===== src/rtl/sram_arb_pkg.sv =====
// Shared types and constants for the SRAM port arbiter.
package sram_arb_pkg;

  typedef enum logic [1:0] {
    IDLE    = 2'd0,
    ISSUE   = 2'd1,
    WAIT_LO = 2'd2,
    WAIT_HI = 2'd3
  } arb_state_t;

  // sram_ctrl direction encoding
  localparam logic SRAM_RD = 1'b1;
  localparam logic SRAM_WR = 1'b0;

endpackage


===== src/rtl/sram_arb_wsel.sv =====
// Two-way writer select for the SRAM arbiter.
// Build option SRAM_ARB_RR_EN: round-robin between the two writers using an
// rr_ptr register; without it requester 0 has fixed priority and the module
// is purely combinational.
module sram_arb_wsel (
`ifdef SRAM_ARB_RR_EN
  input  logic       Clk,
  input  logic       reset_n,
  input  logic       take,      // a write grant is being issued this cycle
`endif
  input  logic [1:0] wr_req,
  output logic       sel        // index of the winning requester
);
  import sram_arb_pkg::*;

`ifdef SRAM_ARB_RR_EN
  logic rr_ptr;

  // Pick the pointed-to side on contention, otherwise whoever is asking
  always_comb begin
    sel = ~wr_req[0] & wr_req[1];
    if (&wr_req) sel = rr_ptr;
  end

  // After every grant, point at the side that did not win
  always_ff @(posedge Clk) begin
    if (!reset_n)  rr_ptr <= 1'b0;
    else if (take) rr_ptr <= ~sel;
  end
`else
  // Fixed priority: requester 0 wins whenever it is asking
  assign sel = ~wr_req[0] & wr_req[1];
`endif

endmodule


===== src/rtl/sram_arbiter.sv =====
// Shares the single sram_ctrl port between VGA scan-out reads (active video,
// one read per pixel tick) and two pixel writers (granted during blanking).
// Reads always outrank writes; at most one SRAM op is outstanding.
// Build option SRAM_ARB_RR_EN selects round-robin writer arbitration
// (default: fixed priority, frame_drawer first).
module sram_arbiter #(
  parameter int H_ACTIVE = 640,
  parameter int ADDR_W   = 20,
  parameter int DATA_W   = 16
) (
  input  logic              Clk,
  input  logic              reset_n,
  input  logic              pix_tick,
  input  logic              vga_blank_n,
  input  logic [9:0]        draw_x,
  input  logic [9:0]        draw_y,
  output logic [DATA_W-1:0] pixel_data,
  input  logic [1:0]        wr_req,
  input  logic [ADDR_W-1:0] wr_addr0,
  input  logic [ADDR_W-1:0] wr_addr1,
  input  logic [DATA_W-1:0] wr_data0,
  input  logic [DATA_W-1:0] wr_data1,
  output logic [1:0]        wr_gnt,
  output logic [1:0]        wr_done,
  output logic              underrun,
  output logic              ctrl_start_n,
  output logic              ctrl_rw,
  output logic [ADDR_W-1:0] ctrl_addr,
  output logic [DATA_W-1:0] ctrl_wdata,
  input  logic              ctrl_ready,
  input  logic [DATA_W-1:0] ctrl_rdata
);
  import sram_arb_pkg::*;

  arb_state_t        state;
  logic              lo_wait;   // WAIT_LO already spent one cycle with ready high
  logic              op_sel;    // requester owning the write in flight
  logic              sel;
  logic              rd_go, wr_go;
  logic [ADDR_W-1:0] rd_addr;

  // Full-width product: 479*640+639 fits in 20 bits, so nothing is lost
  assign rd_addr = ADDR_W'(draw_y) * ADDR_W'(H_ACTIVE) + ADDR_W'(draw_x);
  assign rd_go   = vga_blank_n & pix_tick & ctrl_ready;
  assign wr_go   = ~vga_blank_n & (|wr_req) & ctrl_ready;

  sram_arb_wsel u_wsel (
`ifdef SRAM_ARB_RR_EN
    .Clk     (Clk),
    .reset_n (reset_n),
    .take    ((state == IDLE) && wr_go),
`endif
    .wr_req  (wr_req),
    .sel     (sel)
  );

  // Arbitration FSM and registered sram_ctrl / requester outputs
  always_ff @(posedge Clk) begin
    if (!reset_n) begin
      state        <= IDLE;
      lo_wait      <= 1'b0;
      op_sel       <= 1'b0;
      ctrl_start_n <= 1'b1;
      ctrl_rw      <= SRAM_RD;
      ctrl_addr    <= '0;
      ctrl_wdata   <= '0;
      pixel_data   <= '0;
      wr_gnt       <= '0;
      wr_done      <= '0;
      underrun     <= 1'b0;
    end else begin
      ctrl_start_n <= 1'b1;
      wr_gnt       <= '0;
      wr_done      <= '0;
      // A visible pixel arrived while the port was still busy: pixel_data
      // keeps its old value and the miss is remembered until reset
      if (vga_blank_n && pix_tick && state != IDLE) underrun <= 1'b1;
      case (state)
        IDLE: begin
          lo_wait <= 1'b0;
          if (rd_go) begin
            state        <= ISSUE;
            ctrl_start_n <= 1'b0;
            ctrl_rw      <= SRAM_RD;
            ctrl_addr    <= rd_addr;
          end else if (wr_go) begin
            state        <= ISSUE;
            ctrl_start_n <= 1'b0;
            ctrl_rw      <= SRAM_WR;
            ctrl_addr    <= sel ? wr_addr1 : wr_addr0;
            ctrl_wdata   <= sel ? wr_data1 : wr_data0;
            op_sel       <= sel;
            wr_gnt       <= sel ? 2'b10 : 2'b01;
          end
        end
        ISSUE: state <= WAIT_LO;
        WAIT_LO: begin
          if (!ctrl_ready) begin
            state <= WAIT_HI;
          end else if (lo_wait) begin
            // ctrl never went busy: treat the op as already complete
            state <= IDLE;
            if (ctrl_rw == SRAM_RD) pixel_data <= ctrl_rdata;
            else                    wr_done    <= op_sel ? 2'b10 : 2'b01;
          end else begin
            lo_wait <= 1'b1;
          end
        end
        WAIT_HI: begin
          if (ctrl_ready) begin
            state <= IDLE;
            if (ctrl_rw == SRAM_RD) pixel_data <= ctrl_rdata;
            else                    wr_done    <= op_sel ? 2'b10 : 2'b01;
          end
        end
        default: state <= IDLE;
      endcase
    end
  end

endmodule


===== config.mk =====
export PLATFORM = sky130hd
export DESIGN_NAME = sram_arbiter
export DESIGN_NICKNAME = d
export VERILOG_FILES = /design/src/rtl/sram_arb_pkg.sv /design/src/rtl/sram_arb_wsel.sv /design/src/rtl/sram_arbiter.sv
export SDC_FILE = /design/constraint.sdc
export NUM_CORES = 1
export LEC_CHECK = 0
export ABC_AREA = 1
export ABC_CLOCK_PERIOD_IN_PS = 2500
export BUFFER_PORTS_ARGS = -buffer_cell sky130_fd_sc_hd__buf_4
export CAP_MARGIN = 20
export CORE_UTILIZATION = 43
export CTS_BUF_LIST = sky130_fd_sc_hd__clkbuf_8
export DETAILED_ROUTE_END_ITERATION = 10
export PLACE_DENSITY = 0.79
export SETUP_SLACK_MARGIN = 0.3
export SYNTH_ARGS = -nofsm -noshare
export SYNTH_HDL_FRONTEND = slang
export SYNTH_SLANG_ARGS = --single-unit

===== constraint.sdc =====
create_clock -name Clk -period 2.5 [get_ports Clk]
set_clock_uncertainty 0.15 [all_clocks]
set_input_delay 0.5 -clock Clk [delete_from_list [all_inputs] [get_ports Clk]]
set_output_delay 0.5 -clock Clk [all_outputs]
set_load 0.03 [all_outputs]

-- Yosys cells after proc, flatten, opt, wreduce, memory -nomap -nowiden
Cells that the tools add are included.
W data, S select, Z words.
- register bits: 63
- add/sub/neg operators: 1
- multiply operators: 1
- equality and inequality tests: 8
- muxes and demuxes: 28
- bitwise gates (word level): 11
- reductions and logical operators: 15
- operator list (kind ; number):
    $mux W16 ; 5
    $mux W20 ; 3
    $pmux W16 S2 ; 1
    $mux W2 ; 11
    $add A20 B10 Y20 ; 1
    $mul A10 B3 Y13 const B ; 1
    $pmux W2 S4 ; 1
    $reduce_bool A2 Y1 ; 4
    $ne A2 B2 Y1 const B ; 3
    $ne A3 B3 Y1 const B ; 2
    $not A1 Y1 ; 6
    $reduce_and A2 Y1 ; 3
    $reduce_and A3 Y1 ; 2
    $and A1 B1 Y1 ; 5
    $mux W1 ; 5
    $eq A2 B2 Y1 const B ; 2
    $pmux W2 S2 ; 1
    $reduce_and A4 Y1 ; 1
    $reduce_or A4 Y1 ; 1
    $eq A2 B1 Y1 const B ; 1
    $logic_and A1 B1 Y1 ; 2
    $logic_not A2 Y1 ; 1
    $pmux W1 S2 ; 1
    $reduce_or A2 Y1 ; 1

-- Depth between registers and ports, before layout
Gate-level depths: netlist of run 1.
- depth in word-level cells: 6
- gate-level depth with buffers: 14

-- By module
Synthesis of run 1 repeated with hierarchy kept, for this count alone.
- cells, all modules: 512
- area, all modules: 3589.7 um^2
- by module, submodules not included (module ; instances ; cells an instance ; area an instance (um^2)):
    sram_arbiter ; 1 ; 510 ; 3579.7
    sram_arb_wsel ; 1 ; 2 ; 10.0

-- Least setup slack after synthesis of run 1
Ideal clock, no wire load.
- path kind: input -> register
- from: input port draw_y[1]
- to: register ctrl_addr[18]
- data arrival time: 2.283 ns
- required time: 2.284 ns
- setup slack: 0.001 ns
- cell stages on the path: 13
- path buffers: 0
- path through: ha_1 > ha_1 > fa_1 > nand2_1 > inv_1 > nand2_1 > nor2_2 > nand3_2 > nor2_2 > nand2_1 > nand2_1 > nand3_2 > a21oi_2
- cells in the longest elaborated chain, start to end: 3
- ends and longest elaborated chain (what ; RTL line ; text):
    from (decl) ; sram_arbiter.sv:16 ; input logic [9:0] draw_y,
    $mul A10 B3 Y13 ; sram_arbiter.sv:43 ; assign rd_addr = ADDR_W'(draw_y) * ADDR_W'(H_ACTIVE) + ADDR_W'(draw_x);
    $add A20 B10 Y20 ; sram_arbiter.sv:43 ;
    $mux W20 ; sram_arbiter.sv:81 ; if (rd_go) begin
    to (signal assigned) ; sram_arbiter.sv:85 ; ctrl_addr <= rd_addr;
    to (signal assigned) ; sram_arbiter.sv:90 ; ctrl_addr <= sel ? wr_addr1 : wr_addr0;
    to (decl) ; sram_arbiter.sv:28 ; output logic [ADDR_W-1:0] ctrl_addr,
No other way between the ends.
A chain may end at the register's enable or synchronous reset.

-- Final worst setup path of run 1
Ends and elaborated chain as after synthesis.

==> run summary, run 1 <==
When the netlist entered floorplanning its net count stood at 642. Entering global routing, the biggest net connects 39 pins. In the global route stage, met3 resource usage came out at 6.98%.

The sum of overflow across all layers after global routing is 0. The final critical-path required period came out at 2.28 ns. The DRC marker count from the first detailed-route iteration came out at 144. The net count of the finished layout is 821. The arrival time at the worst endpoint came out at 2.38 ns. The period utilization is 91.1%. The max-cap violation count is 0. The sum of internal, switching and leakage power came out at 0.00296 W. The number of inserted diodes is 0. For this design, the slowest cell found on the critical path is sky130_fd_sc_hd__fa_2. The count of buffering cells on the critical path with inverters included is 2.

For this configuration, the core starts out at a cell density of 45.2%. The die covers 8620 um2. The top-level port count is 174. Setup repair after global routing could not meet its margin everywhere. The relative slew slack is 68.7%.

From synthesis to final layout, the design area changed by 52.1%. The leakage power came out at 2.68 nW. The power per cell area is 548 nW/um2. The number of vias after detailed routing came out at 4016. The mean cell area of the mapped netlist came out at 7.02 um2. The timing-limited maximum frequency is 0.439 GHz. The critical path goes through buf_8 > ha_4 > ha_4 > fa_2 > nand2_2 > inv_2 > nand2_2 > nor2_4 > nand3_4 > nor2_4 > nand2_1 > nand2_1 > nand3_2 > a21oi_2. The worst hold path belongs to the class input port to flip-flop. STA classifies the critical path startpoint as an input port. The weighted congestion at the end of routability-driven global placement came out at 0.867. Among cell families on the critical path, the largest total delay comes from adder cells.

After clock tree synthesis, the clock-pin slew on the worst setup and hold paths is 0.08 ns. The synthesized design spends more area on one cell type than any other, namely sky130_fd_sc_hd__dfxtp_1. Across the whole layout, storage elements account for 1260 um2. The count of nets left with antenna violations after detail routing is 0. The path type of the worst setup path is input port to flip-flop. At the later pin of the worst-skew pair, clock insertion delay measures 0.32 ns.

The met2 demand-to-capacity share in global routing is 43.4%. In this run, distinct cell masters in the synthesized netlist total 35. The post-route DRC violation count is 0. The wire length per cell after detailed routing is 13.2 um. The global-route wire length before repair is 16.3 mm.

The worst setup path is captured at a flip-flop. The CTS buffer count came out at 9. The worst path required time came out at 2.61 ns.

For the pin with the worst max-slew slack, the measured transition is 0.469 ns. The register-to-register path setup slack is 0.59 ns. The count of buffers from port buffering came out at 173. The number of filler cells placed in the layout is 676. The cell area after synthesis came out at 3550 um2. The tree is rooted in a sky130_fd_sc_hd__clkbuf_8. The run finished with clean final reports.

The floorplan step set the die height to 92.9 um. After floorplanning, the core was divided into 32 placement rows. In the synthesized netlist, the number of instances is 506. TritonCTS built the clock tree.

The worst-case clock buffer depth came out at 2. The post-detailed-placement half-perimeter wirelength is 7.78 mm. Adding up every negative setup slack in the final design gives 0 ns. The multi-input combinational cells in the finished layout cover a total of 2140 um2. The top-area cell type share of the netlist area came out at 35.5%. In this run, synthesis produced a sequential element count of 63. The via density per instance is 5.07. The sum of routed wire length over all layers is 10.4 mm. Global routing consumed, on the met1 layer, 26.1% of the routing resources. The count of endpoints failing setup in the final report came out at 0. After global routing, the most crowded layer is met2.

The max-slew violation total from the final report is 0. The standard cell core area came out at 7850 um2. The TritonCTS sink count is 63. The fraction of final layout cells sized beyond drive strength 1 came out at 37.8%. For this run, the number of Yosys warnings is 0. The via count of the first global-routing pass is 3713.

The number of hold-slack violations in the final timing report is 0. The share of the Yosys chip area taken by registers is 35.5%. Across the VDD grid, the largest voltage drop is 0.000243 V. The hold-fix buffer count after cts came out at 0. The number of antenna violations at the first check in global routing is 0.

The biggest cell delay along the critical path is 0.55 ns. By area the synthesized netlist is led by sky130_fd_sc_hd__dfxtp_1 (36%), sky130_fd_sc_hd__nand2_1 (12%), sky130_fd_sc_hd__o21ai_0 (8.3%), sky130_fd_sc_hd__ha_1 (6.7%), sky130_fd_sc_hd__nor2_1 (5.8%). The H-tree level count is 3. Measured along the x axis, the die boundary spans 92.9 um. The largest fanout on the critical path came out at 3. The overall fraction of global-route tracks in use came out at 23.6%.

The first detailed-routing pass ran for 5 iterations.
cell usage in the layout (no fill, tap or decap), drive strengths merged:
cell,count
buf,193
nand2,123
o21ai,64
nor2,64
dfxtp,63
inv,43
nand3,26
a21oi,24
a31oi,22
ha,19
clkbuf,10
o211ai,8
nand3b,6
nor3,6
o21bai,5
clkinv,3
bufinv,2
clkinvlp,2
or2,2
fa,2
o221ai,1
xor2,1
xnor2,1
layer usage:
metal,share of wire (%),vias up
met5,0,-
met4,1.2,0
met3,7.8,12
met2,51,150
met1,40,1815
li1,-,2039
power breakdown:
group	internal, W	switching (W)	total, W	leakage [nW]
Combinational	0.000387	0.000488	0.000875	2.05
Clock	0.000594	0.000399	0.000992	0.109
Sequential	0.00106	0.0000320	0.00109	0.514
worst reg2reg max path, cell delays in order, from the launching register on:
cell and delay (ns):
sky130_fd_sc_hd__dfxtp_1 0.37, sky130_fd_sc_hd__nor2_2 0.08, sky130_fd_sc_hd__nand2_2 0.12, sky130_fd_sc_hd__inv_4 0.13
sky130_fd_sc_hd__nor2_4 0.30, sky130_fd_sc_hd__clkinv_4 0.28, sky130_fd_sc_hd__o21ai_0 0.20, sky130_fd_sc_hd__inv_1 0.09
sky130_fd_sc_hd__a21oi_2 0.13
cells in the mapped netlist:
master	n
sky130_fd_sc_hd__nand3_1	23
sky130_fd_sc_hd__nand3_2	3
sky130_fd_sc_hd__ha_1	19
sky130_fd_sc_hd__o211ai_1	8
sky130_fd_sc_hd__or2_4	1
sky130_fd_sc_hd__o21ai_1	5
sky130_fd_sc_hd__clkbuf_1	9
sky130_fd_sc_hd__nor3_1	5
sky130_fd_sc_hd__nor2_2	7
sky130_fd_sc_hd__a21oi_1	22
sky130_fd_sc_hd__clkinv_4	1
sky130_fd_sc_hd__a31oi_1	22
sky130_fd_sc_hd__inv_1	37
sky130_fd_sc_hd__o21ai_0	59
sky130_fd_sc_hd__fa_1	2
sky130_fd_sc_hd__dfxtp_1	63
sky130_fd_sc_hd__clkinv_1	1
sky130_fd_sc_hd__nand3b_1	6
sky130_fd_sc_hd__inv_4	1
sky130_fd_sc_hd__nor3_2	1
sky130_fd_sc_hd__nor2_4	2
sky130_fd_sc_hd__buf_6	4
sky130_fd_sc_hd__xor2_1	1
sky130_fd_sc_hd__inv_2	4
sky130_fd_sc_hd__buf_2	10
sky130_fd_sc_hd__or2_2	1
sky130_fd_sc_hd__o21bai_1	5
sky130_fd_sc_hd__xnor2_1	1
sky130_fd_sc_hd__nor2_1	55
sky130_fd_sc_hd__a21oi_2	2
sky130_fd_sc_hd__o221ai_1	1
sky130_fd_sc_hd__nand2_1	118
sky130_fd_sc_hd__nand2_2	4
sky130_fd_sc_hd__nand2_4	1
sky130_fd_sc_hd__buf_1	2
final cells by class:
cell class	count	area share [%]
multi-input cells	374	39.7
flip-flops and latches	63	23.4
inverters	44	3.20
well taps	102	2.36
clock inverters	6	1.71
clock buffers	10	2.55
repair buffers	193	27.1
registers in the layout, summed over array words and instances, names as in the netlist:
register,count
wr_gnt,2
ctrl_wdata,16
ctrl_start_n,1
ctrl_rw,1
wr_done,2
underrun,1
pixel_data,16
lo_wait,1
state,2
op_sel,1
ctrl_addr,20
stage by stage:
step           util, %  hold slack [ns]  area, um2  cells  worst slack [ns]
2_1_floorplan        -            0.250       3580    506            0.0180
3_3_place_gp      63.9            0.259       5020    775            -0.164
3_5_place_dp      63.9            0.279       5020    775            -0.208
4_1_cts           67.6            0.225       5300    792             0.231
5_1_grt           68.8            0.219       5400    792            0.0989
6_report          68.8            0.234       5400    792             0.223
logic make-up (layout without fill, tap and decap cells):
kind of cell | after synthesis | in the layout | share of synthesized area, %
xor gates and xnor gates | 2 | 2 | 0.494
DFF | 63 | 63 | 35.5
and+or+nand+nor | 227 | 227 | 28.0
adders and majority gates | 21 | 21 | 7.83
AOI/OAI and AO/OA | 124 | 124 | 19.5
buffers and inverters | 69 | 253 | 8.71
path summary, 6_finish.rpt:
check | startpoint | end | cells past startpoint
max reg2reg | state[0] | ctrl_addr[18] | 8
min reg2reg | op_sel | wr_done[0] | 1
min | ctrl_rdata[5] | pixel_data[5] | 3
max | draw_y[1] | ctrl_addr[18] | 14
what timing repair did:
action                     in CTS  in global routing
setup endpoints to repair       6                  7
buffers inserted                1                  0
gates resized for setup        12                 20
pin swaps                      15                 11
Power figures use the tool's default switching activity.
==> run 2, diff against run 1 <==
CORE_MARGIN = 5   (was default)
==> run 2 against run 1 <==
Routed wire length increased by 8.6%. Clock power barely moved. Register-to-register slack barely moved. Critical path type unchanged. Critical endpoint is now ctrl_addr[16].
==> run summary, run 2 (synthesis gave the netlist of run 1 again) <==
The final critical-path required period is 2.28 ns (about the same). The final layout net count is 821 (unchanged). The sum of overflow across all layers after global routing came out at 0 (unchanged).

The number of filler cells placed in the layout came out at 681 (was 676). The number of rows created at floorplan came out at 33 (was 32). Unrepaired setup endpoints after global routing: yes (unchanged). The fraction of final layout cells sized beyond drive strength 1 came out at 38.3% (was 37.8%).

The largest fanout on the critical path came out at 3 (unchanged). The register-to-register path setup slack came out at 0.60 ns (was 0.59 ns). The transition at the pin with the smallest max-transition slack is 0.474 ns (was 0.469 ns). The clock input transition at the sequential cells of the worst setup and hold paths was 0.08 ns (about the same). The via density per instance is 5.14 (was 5.07). The sum of negative setup slack came out at 0 ns (unchanged). The top-level port count came out at 174 (unchanged). Run status: finished, final reports clean (unchanged). The leakage power is 2.67 nW (was 2.68 nW). The last element of the critical path is ctrl_addr[16] (was ctrl_addr[18]). The H-tree level count is 3 (unchanged). The die outline area came out at 10200 um2 (was 8620 um2). The via count of the first global-routing pass was 3937 (was 3713). The layout overhead on the synthesized area came out at 52.4% (was 52.1%).

The biggest cell delay along the critical path was 0.54 ns (was 0.55 ns). The number of inserted diodes is 0 (unchanged). The reg-to-reg startpoint is state[0] (unchanged). The maximum number of pins on one net before global-route repair came out at 40 (was 39). The TritonCTS sink count came to 63 (unchanged). The element type at the critical path end is a flip-flop (unchanged).

The worst-case clock buffer depth came out at 2 (unchanged). The worst path required time is 2.61 ns (about the same). The source of the critical timing path is draw_y[3] (was draw_y[1]). The count of nets left with antenna violations after detail routing is 0 (unchanged). The number of cells on the worst reg-to-reg path is 7 (was 8). The worst slack at placement is -0.271 ns (was -0.208 ns).

The register ranked first by flip-flop count is ctrl_addr (unchanged). The weighted congestion at the end of routability-driven global placement is 0.868 (was 0.867). The period utilization is 91.1% (about the same). The max-cap violation count was 0 (unchanged). The horizontal die dimension came to 101 um (was 92.9 um). The sum of routed wire length over all layers was 11.3 mm (was 10.4 mm). The power per cell area came out at 550 nW/um2 (was 548 nW/um2). The met2 routed wirelength is 5.92 mm (was 5.28 mm).

The final cell utilization of the core is 66.5% (was 68.8%). The highest metal layer used by the detailed router is met4 (unchanged). The post-detailed-placement cell area is 5000 um2 (was 5020 um2). The worst-path cell with the longest stage delay is sky130_fd_sc_hd__fa_2 (unchanged).

The floorplan die height is 101 um (was 92.9 um). The CTS buffer count came to 9 (unchanged). The number of vias after detailed routing is 4087 (was 4016). The hold-fix buffer count after cts is 0 (unchanged).

The DRC marker count from the first detailed-route iteration came out at 161 (was 144). The count of buffers from port buffering is 173 (unchanged). The least setup slack across all paths after layout came to 0.222 ns (was 0.223 ns). The post-detailed-placement half-perimeter wirelength was 8.54 mm (was 7.78 mm).

The count of endpoints failing setup in the final report came out at 0 (unchanged). The TritonCTS clock tree is done (unchanged). The path type of the worst setup path is input port to flip-flop (unchanged). The number of antenna violations at the first check in global routing came to 0 (unchanged).

The sum of internal, switching and leakage power is 0.00297 W (was 0.00296 W). The sum of routed wire segments on met1 came out at 4.27 mm (was 4.19 mm). The post-route DRC violation count came out at 0 (unchanged).

The effective utilization at floorplan came out at 43.6% (was 45.2%). The timing-limited maximum frequency is 0.439 GHz (about the same). Cell Chain, Critical Path: buf_8 > ha_4 > ha_4 > fa_2 > nand2_2 > inv_2 > nand2_2 > nor2_4 > nand3_4 > o21ai_0 > nand3_1 > a21oi_1 (was buf_8 > ha_4 > ha_4 > fa_2 > nand2_2 > inv_2 > nand2_2 > nor2_4 > nand3_4 > nor2_4 > nand2_1 > nand2_1 > nand3_2 > a21oi_2). The summed area of non-filler cells in the final layout is 5410 um2 (was 5400 um2). The max-slew violation total from the final report came out at 0 (unchanged). The number of detailed-route iterations in the first pass came to 4 (was 5). The wire length on met3 came out at 927 um (was 813 um). The worst reg2reg path endpoint is ctrl_addr[19] (was ctrl_addr[18]).

The standard cell core area is 8130 um2 (was 7850 um2). The wire length per cell after detailed routing is 14.2 um (was 13.2 um). The buffer type at the clock tree root is sky130_fd_sc_hd__clkbuf_8 (unchanged). The worst supply voltage drop on vdd was 0.000310 V (was 0.000243 V). The insertion delay of the later-clocked pin in the worst-skew pair was 0.33 ns (was 0.32 ns). The type of the tightest min-delay check is input port to flip-flop (unchanged). The most frequent standard cell in the layout excluding fill and tap cells was sky130_fd_sc_hd__buf_4 (unchanged). The number of stages on the worst hold path came to 3 (unchanged).

The number of flip-flops under the largest register name is 20 (unchanged). The global-route wire length before repair is 17.5 mm (was 16.3 mm). The overall fraction of global-route tracks in use was 21.4% (was 23.6%). The arrival time at the worst endpoint came out at 2.39 ns (was 2.38 ns).

The sort of element at the start of the critical path is an input port (unchanged). Top Registers: ctrl_addr: 20 flops, ctrl_wdata: 16 flops, pixel_data: 16 flops (unchanged). Leading cell types in the layout, fill and taps excluded: sky130_fd_sc_hd__buf_4 (190), sky130_fd_sc_hd__nand2_1 (109), sky130_fd_sc_hd__dfxtp_1 (63) (unchanged). The relative slew slack came out at 68.4% (was 68.7%). The number of hold-slack violations in the final timing report came out at 0 (unchanged).
==> run 2: changes by cell type in the layout (fill, tap and decap cells not counted), sizes merged <==
cell,delta
inv,+2
clkinvlp,-1
clkbuf,-1
==> run 2: timing repair <==
action | 4_1_cts | 5_1_grt
setup endpoints to repair | 6 | 7
pin swaps | 17 | 16
resized for setup | 18 | 16
buffers inserted | 3 | 1
==> run 2: report_power, final <==
group          internal, W  total, W  switching (W)
Sequential         0.00106   0.00109      0.0000314
Combinational     0.000387  0.000878       0.000491
Clock             0.000574   0.00100       0.000431
==> run 2: how the worst min path moves through the flow <==
stage / to / start / slack (ns)
3_5_place_dp: wr_done[0] / op_sel / 0.27
2_1_floorplan: wr_done[0] / op_sel / 0.25
4_1_cts: pixel_data[15] / ctrl_rdata[15] / 0.22
3_3_place_gp: wr_done[0] / op_sel / 0.26
6_report: pixel_data[6] / ctrl_rdata[6] / 0.24
5_1_grt: pixel_data[10] / ctrl_rdata[10] / 0.23
==> run 2: final cells by class <==
type,count,area [um2],area share [%]
inverters,44,173,3.19
well taps,105,131,2.43
flip-flops and latches,63,1260,23.3
clock inverters,7,103,1.90
repair buffers,193,1460,27.1
clock buffers,9,124,2.29
multi-input cells,374,2150,39.8
==> run 2: stage by stage <==
stage | hold WS [ns] | cells
floorplan | 0.250 | 506
global placement | 0.259 | 775
detailed placement | 0.274 | 775
CTS | 0.224 | 794
global route | 0.231 | 795
finish | 0.238 | 795
==> run 2: routing by layer <==
metal,vias to the layer above,global-route usage [%]
li1,2047,-
met1,1865,23.5
met2,160,39.3
met3,15,4.64
met4,0,9.22
met5,-,0
==> run 2: worst max-delay path: cells and delay by family <==
family          cells  cell delay (ns)
compound gates      2             0.32
fa+ha+maj           3             0.94
simple gates        5             0.48
buf+inv             2             0.15
